$ cat config.mk
export PLATFORM = sky130hd
export DESIGN_NAME = hopfield_frame_loader
export DESIGN_NICKNAME = d
export VERILOG_FILES = /design/src/rtl/hopfield_pkg.sv /design/src/rtl/hopfield_noise_lfsr.sv /design/src/rtl/hopfield_frame_loader.sv
export SDC_FILE = /design/constraint.sdc
export NUM_CORES = 1
export LEC_CHECK = 0
export ABC_AREA = 1
export BUFFER_PORTS_ARGS = -buffer_cell sky130_fd_sc_hd__buf_2
export CAP_MARGIN = 10
export CORE_AREA = 2 2 633 635
export DETAILED_ROUTE_END_ITERATION = 7
export DIE_AREA = 0 0 635 637
export GPL_TIMING_DRIVEN = 0
export PLACE_DENSITY_LB_ADDON = 0.25
export RECOVER_POWER = 25
export REMOVE_ABC_BUFFERS = 1
export SLEW_MARGIN = 20
export SYNTH_ARGS = -nofsm -noshare
export SYNTH_HDL_FRONTEND = slang
export SYNTH_SLANG_ARGS = --single-unit
$ cat constraint.sdc
create_clock -name clk -period 4.2 [get_ports clk]
set_input_delay 0.21 -clock clk [delete_from_list [all_inputs] [get_ports clk]]
set_output_delay 0.21 -clock clk [all_outputs]
set_load 0.03 [all_outputs]
$ cat src/rtl/hopfield_pkg.sv
// Shared types and constants for the Hopfield frame loader.
// Noise injection is gated by HOPFIELD_LOADER_NOISE_EN.
package hopfield_pkg;

    localparam int DEF_MEM_WIDTH   = 16;
    localparam int DEF_IMAGE_WIDTH = 10;

    typedef enum logic [1:0] {
        IDLE,
        LOAD,
        ISSUE
    } loader_state_e;

    localparam int BIPOLAR_POS = 1;
    localparam int BIPOLAR_NEG = -1;

    // Galois form of x^16+x^14+x^13+x^11+1, shifting right
    localparam logic [15:0] LFSR_SEED = 16'hACE1;
    localparam logic [15:0] LFSR_TAPS = 16'hB400;

endpackage

$ cat src/rtl/hopfield_noise_lfsr.sv
// 16-bit Galois LFSR used to corrupt recall frames.
// Only instantiated when HOPFIELD_LOADER_NOISE_EN is defined.
module hopfield_noise_lfsr
    import hopfield_pkg::*;
(
    input  logic        clk,
    input  logic        rst_n,
    input  logic        adv,
    output logic [15:0] state
);

    always_ff @(posedge clk) begin
        if (!rst_n) begin
            state <= LFSR_SEED;
        end else if (adv) begin
            state <= {1'b0, state[15:1]}
                   ^ (state[0] ? LFSR_TAPS : 16'h0000);
        end
    end

endmodule

$ cat src/rtl/hopfield_frame_loader.sv
// Pixel stream to double-buffered bipolar image for the Hopfield core.
// Define HOPFIELD_LOADER_NOISE_EN to flip recall pixels from an LFSR.
module hopfield_frame_loader
    import hopfield_pkg::*;
#(
    parameter int MEM_WIDTH   = DEF_MEM_WIDTH,
    parameter int IMAGE_WIDTH = DEF_IMAGE_WIDTH,
    parameter int PIXEL_WIDTH = 8
) (
    input  logic                   clk,
    input  logic                   rst_n,
    input  logic                   s_valid,
    output logic                   s_ready,
    input  logic [PIXEL_WIDTH-1:0] s_pixel,
    input  logic                   s_last,
    input  logic                   s_mode,
    input  logic [PIXEL_WIDTH-1:0] threshold,
    output logic [MEM_WIDTH*IMAGE_WIDTH*IMAGE_WIDTH-1:0] image,
    output logic                   fit,
    output logic                   img_valid,
    output logic                   frame_err
);

    localparam int N  = IMAGE_WIDTH * IMAGE_WIDTH;
    localparam int IW = (N > 1) ? $clog2(N) : 1;
    localparam logic [IW-1:0] LAST = IW'(N - 1);
    localparam logic [MEM_WIDTH-1:0] W_POS = MEM_WIDTH'(BIPOLAR_POS);
    localparam logic [MEM_WIDTH-1:0] W_NEG = MEM_WIDTH'(BIPOLAR_NEG);

    loader_state_e          state;
    logic [IW-1:0]          idx;
    logic [N-1:0]           shadow;
    logic [N-1:0]           merged;
    logic                   mode_q;
    logic [PIXEL_WIDTH-1:0] thr_q;

    logic                   beat;
    logic                   first;
    logic                   at_last;
    logic                   neg;
    logic                   flip;
    logic [PIXEL_WIDTH-1:0] thr_eff;

    assign beat    = s_valid && s_ready;
    assign first   = (state == IDLE);
    assign at_last = (idx == LAST);
    // The first beat binarizes against the live threshold
    assign thr_eff = first ? threshold : thr_q;

`ifdef HOPFIELD_LOADER_NOISE_EN
    logic [15:0] lfsr;
    logic        mode_eff;

    assign mode_eff = first ? s_mode : mode_q;

    hopfield_noise_lfsr u_lfsr (
        .clk   (clk),
        .rst_n (rst_n),
        .adv   (beat),
        .state (lfsr)
    );

    assign flip = !mode_eff && (lfsr[3:0] == 4'd0);
`else
    assign flip = 1'b0;
`endif

    assign neg = (s_pixel < thr_eff) ^ flip;

    // Shadow holds sign bits; the final pixel merges in on publish
    always_comb begin
        merged      = shadow;
        merged[idx] = neg;
    end

    always_ff @(posedge clk) begin
        if (!rst_n) begin
            state     <= IDLE;
            idx       <= '0;
            shadow    <= '0;
            image     <= '0;
            mode_q    <= 1'b0;
            thr_q     <= '0;
            fit       <= 1'b0;
            img_valid <= 1'b0;
            frame_err <= 1'b0;
            s_ready   <= 1'b1;
        end else begin
            fit       <= 1'b0;
            img_valid <= 1'b0;
            frame_err <= 1'b0;
            unique case (state)
                IDLE, LOAD: begin
                    if (beat) begin
                        if (first) begin
                            mode_q <= s_mode;
                            thr_q  <= threshold;
                        end
                        unique case (1'b1)
                            at_last && s_last: begin
                                for (int k = 0; k < N; k++) begin
                                    image[MEM_WIDTH*k +: MEM_WIDTH] <=
                                        merged[k] ? W_NEG : W_POS;
                                end
                                fit       <= mode_q;
                                img_valid <= 1'b1;
                                idx       <= '0;
                                s_ready   <= 1'b0;
                                state     <= ISSUE;
                            end
                            at_last != s_last: begin
                                frame_err <= 1'b1;
                                idx       <= '0;
                                state     <= IDLE;
                            end
                            default: begin
                                shadow <= merged;
                                idx    <= idx + 1'b1;
                                state  <= LOAD;
                            end
                        endcase
                    end
                end
                ISSUE: begin
                    s_ready <= 1'b1;
                    state   <= IDLE;
                end
                default: begin
                    s_ready <= 1'b1;
                    state   <= IDLE;
                end
            endcase
        end
    end

endmodule

==> results.yml <==
setup_path:
  crit_path_max_fanout: 24
  cpPeakStageDelay_ns: 0.73
  rr_endpoint: "image[1071]"
  timing.critical_path.from_type: "flip-flop"
  cp.required_ns: 4.81
  critical_path.slowest_cell: "sky130_fd_sc_hd__nor2_2"
  worstPathCellList: "nand2_1 > nor2_2 > inv_1 > nor2_4 > buf_12 > buf_16 > buf_12 > buf_16 > nor2_1 > nor2_1 > nand2_1 > inv_1"
  critical_path.startpoint: "s_ready"
  reg2regPathDepth: 12
  setup.reg_to_reg.worst_slack_ns: 0.46
  endpoint_kind: "flip-flop"
  cp.arrival_ns: 4.35
  timing_worst_setup_path_type: "reg2reg"
  critical_path.reg2reg.startpoint: "s_ready"
timing:
  setup_repair_after_global_routing_missed_its_margin: "no"
  timing_max_transition_violations_final: 0
  fin_skew_ns: 0.0435
  clock.fmax_ghz: 0.268
  hold_slack_ns: 0.129
  finalCritPeriodShare: 0.890
  setup-tns-final_ns: 0
  timing.final.setup_violations: 0
  timing_worst_slew_pin_value_ns: 0.928
  hold_violations: 0
  layout_min_cycle_time_ns: 3.74
  timing.slew.headroom: 0.380
synth:
  synth_top_area_cell: "sky130_fd_sc_hd__buf_4"
  mappedNetlistArea_sq_um: 23100
  syn_inst: 3315
  most_numerous_cell_in_the_yosys_netlist: "sky130_fd_sc_hd__buf_4"
  seq_area_frac_synth: 0.194
  ys_types: 28
  synth_commonest_cells: "sky130_fd_sc_hd__buf_4 (1,500), sky130_fd_sc_hd__nor2_1 (531), sky130_fd_sc_hd__inv_1 (244)"
  synth_top_area_frac: 0.488
  netlist_top_cells_area: "sky130_fd_sc_hd__buf_4 (49%), sky130_fd_sc_hd__dfxtp_1 (19%), sky130_fd_sc_hd__nor2_1 (8.6%), sky130_fd_sc_hd__nand3_1 (4.4%), sky130_fd_sc_hd__nand3_2 (4.3%)"
  async_flop_share: 0
  synth.ff_latch_count: 223
  synth_enable_flop_cells: 0
  ys.flop_type: "sky130_fd_sc_hd__dfxtp_1"
  yosysWarnings: 0
  syn-mean-instance-area_sq_um: 6.96
finish:
  area_overhead_of_the_layout_relative_to_synthesis_pct: 21.3
  finish.utilization: 0.0703
  fin_nets: 3455
  drive_gt1_frac: 0.406
global_route:
  grt_first_pass_wirelength_microns: 126000
  grt_overflow_total: 0
  grt_max_degree: 102
  first_global_vias: 14400
  use_met3: 0.00712
  grt_util_met1: 0.0571
  total_routing_usage_gr: 0.0449
  groute.layer.met2.usage: 0.0767
  initial_antenna_violation_count: 13
  gr-max-usage-layer: "met2"
pwr:
  power-per-cell-area_nw_per_um2: 239
  power.ir.vdd_worst_uv: 276
  leakage_nw: 13.6
  total_power_mw: 6.69
floorplan:
  starting_density_of_the_core: 0.0579
  io_pins: 1625
  die_w_microns: 635
  design.core.area_sq_um: 398000
  std_cell_rows: 232
  die_area_sq_um: 404000
  dieHeight_microns: 637
detailed_routing:
  drt_wl_total_microns: 98200
  postRouteAntennaNets: 0
  remaining_drc_errors: 0
  drtIter0Drc: 979
  detailedRoute.firstPassIterationCount: 4
  route.detailed.wl_per_inst_microns: 11.2
  route.vias.total: 17900
  vias_per_cell: 2.04
min_path:
  min_to: "state[0]"
  hp-class: "in2reg"
  worst_hold_path_depth: 5
  worstHoldStart: "s_last"
cts:
  clkLatencyLatePin_ns: 0.68
  cts-htree-levels: 2
  cts.sink_count: 223
  tritoncts: "yes"
  postCtsSetupRepairBufs: 0
  clk_pin_slew_ns: 0.05
  cts_made_buffers: 42
  ctsHoldBuffers: 19
  clockBufferDepth: 3
  clockRootBuffer: "sky130_fd_sc_hd__clkbuf_16"
  cts_resized: 0
place:
  routabilityCongestion: 0.621
  buffers_on_ports: 1624
  place.detailed.hpwl_microns: 74100
status:
  status: "finished, final reports clean"
job:
  drv.max_cap_violation_count: 0
## worst max-delay path by stage
stage / end / cells past startpoint
global placement: image[1119] / 10
floorplan: image[1584] / 2
global route: image[1071] / 12
detailed placement: shadow[78] / 14
CTS: image[1071] / 16
finish: image[1071] / 12
## sequential cells by signal, indices dropped and copies added, names as in the netlist
| register | flops |
|---|---|
| image | 101 |
| shadow | 100 |
| thr_q | 8 |
| idx | 7 |
| state | 2 |
| fit | 1 |
| frame_err | 1 |
| img_valid | 1 |
| mode_q | 1 |
| s_ready | 1 |
## kinds of logic after synthesis
kind of cell	count (synthesis)	synth area share
xor gates and xnor gates	1	0.000380
AOI/OAI and AO/OA	136	0.0303
DFF	223	0.194
buffers and inverters	1866	0.553
muxes	7	0.00304
and+or+nand+nor	1072	0.214
adders and majority gates	10	0.00543
## routing by layer
metal | vias up | wire, microns | part of all wire
li1 | 8928 | - | -
met1 | 8031 | 41700 | 0.42
met2 | 826 | 47300 | 0.48
met3 | 64 | 6820 | 0.069
met4 | 2 | 2380 | 0.024
met5 | - | 9 | 0.000092
## power breakdown
part           switching, mW  internal (mW)  total [mW]
Combinational          0.454          0.207       0.661
Sequential            0.0312           2.19        2.22
Clock                   1.57           2.24        3.81
Total                   2.06           4.63        6.69
## stage by stage
step	area [sq um]	cells	worst slack [ns]
finish	28000	8750	0.463
global placement	26000	8585	-20.77
CTS	28400	8715	0.358
detailed placement	26800	8626	0.400
global route	27900	8716	0.101
floorplan	11200	1696	-16.22
## layout make-up
cell class,count,area (sq um)
multi-input combinational,1226,5870
clock inverter,15,259
timing repair buffer,1684,8570
clock buffer,55,1150
fill,47200,370000
inverter,247,962
tap,5265,6590
antenna,35,87.6
sequential,223,4470
## critical path, delay by kind of cell, from the launching register on
| kind | cells | cell delay [ns] |
|---|---|---|
| flip-flops | 1 | 0.35 |
| buffers and inverters | 6 | 1.42 |
| AND/OR/NAND/NOR | 6 | 1.79 |
## placed cells by master (no fill, tap or decap), types with 16 or more instances in the layout
cell	instances
sky130_fd_sc_hd__a21oi_1	16
sky130_fd_sc_hd__buf_2	1169
sky130_fd_sc_hd__clkbuf_1	463
sky130_fd_sc_hd__clkbuf_16	42
sky130_fd_sc_hd__dfxtp_1	217
sky130_fd_sc_hd__diode_2	35
sky130_fd_sc_hd__dlygate4sd3_1	19
sky130_fd_sc_hd__inv_1	229
sky130_fd_sc_hd__nand2_1	221
sky130_fd_sc_hd__nand3_1	204
sky130_fd_sc_hd__nand3_2	100
sky130_fd_sc_hd__nor2_1	531
sky130_fd_sc_hd__o21ai_0	114
No activity file was read; power rests on OpenSTA's default activity.
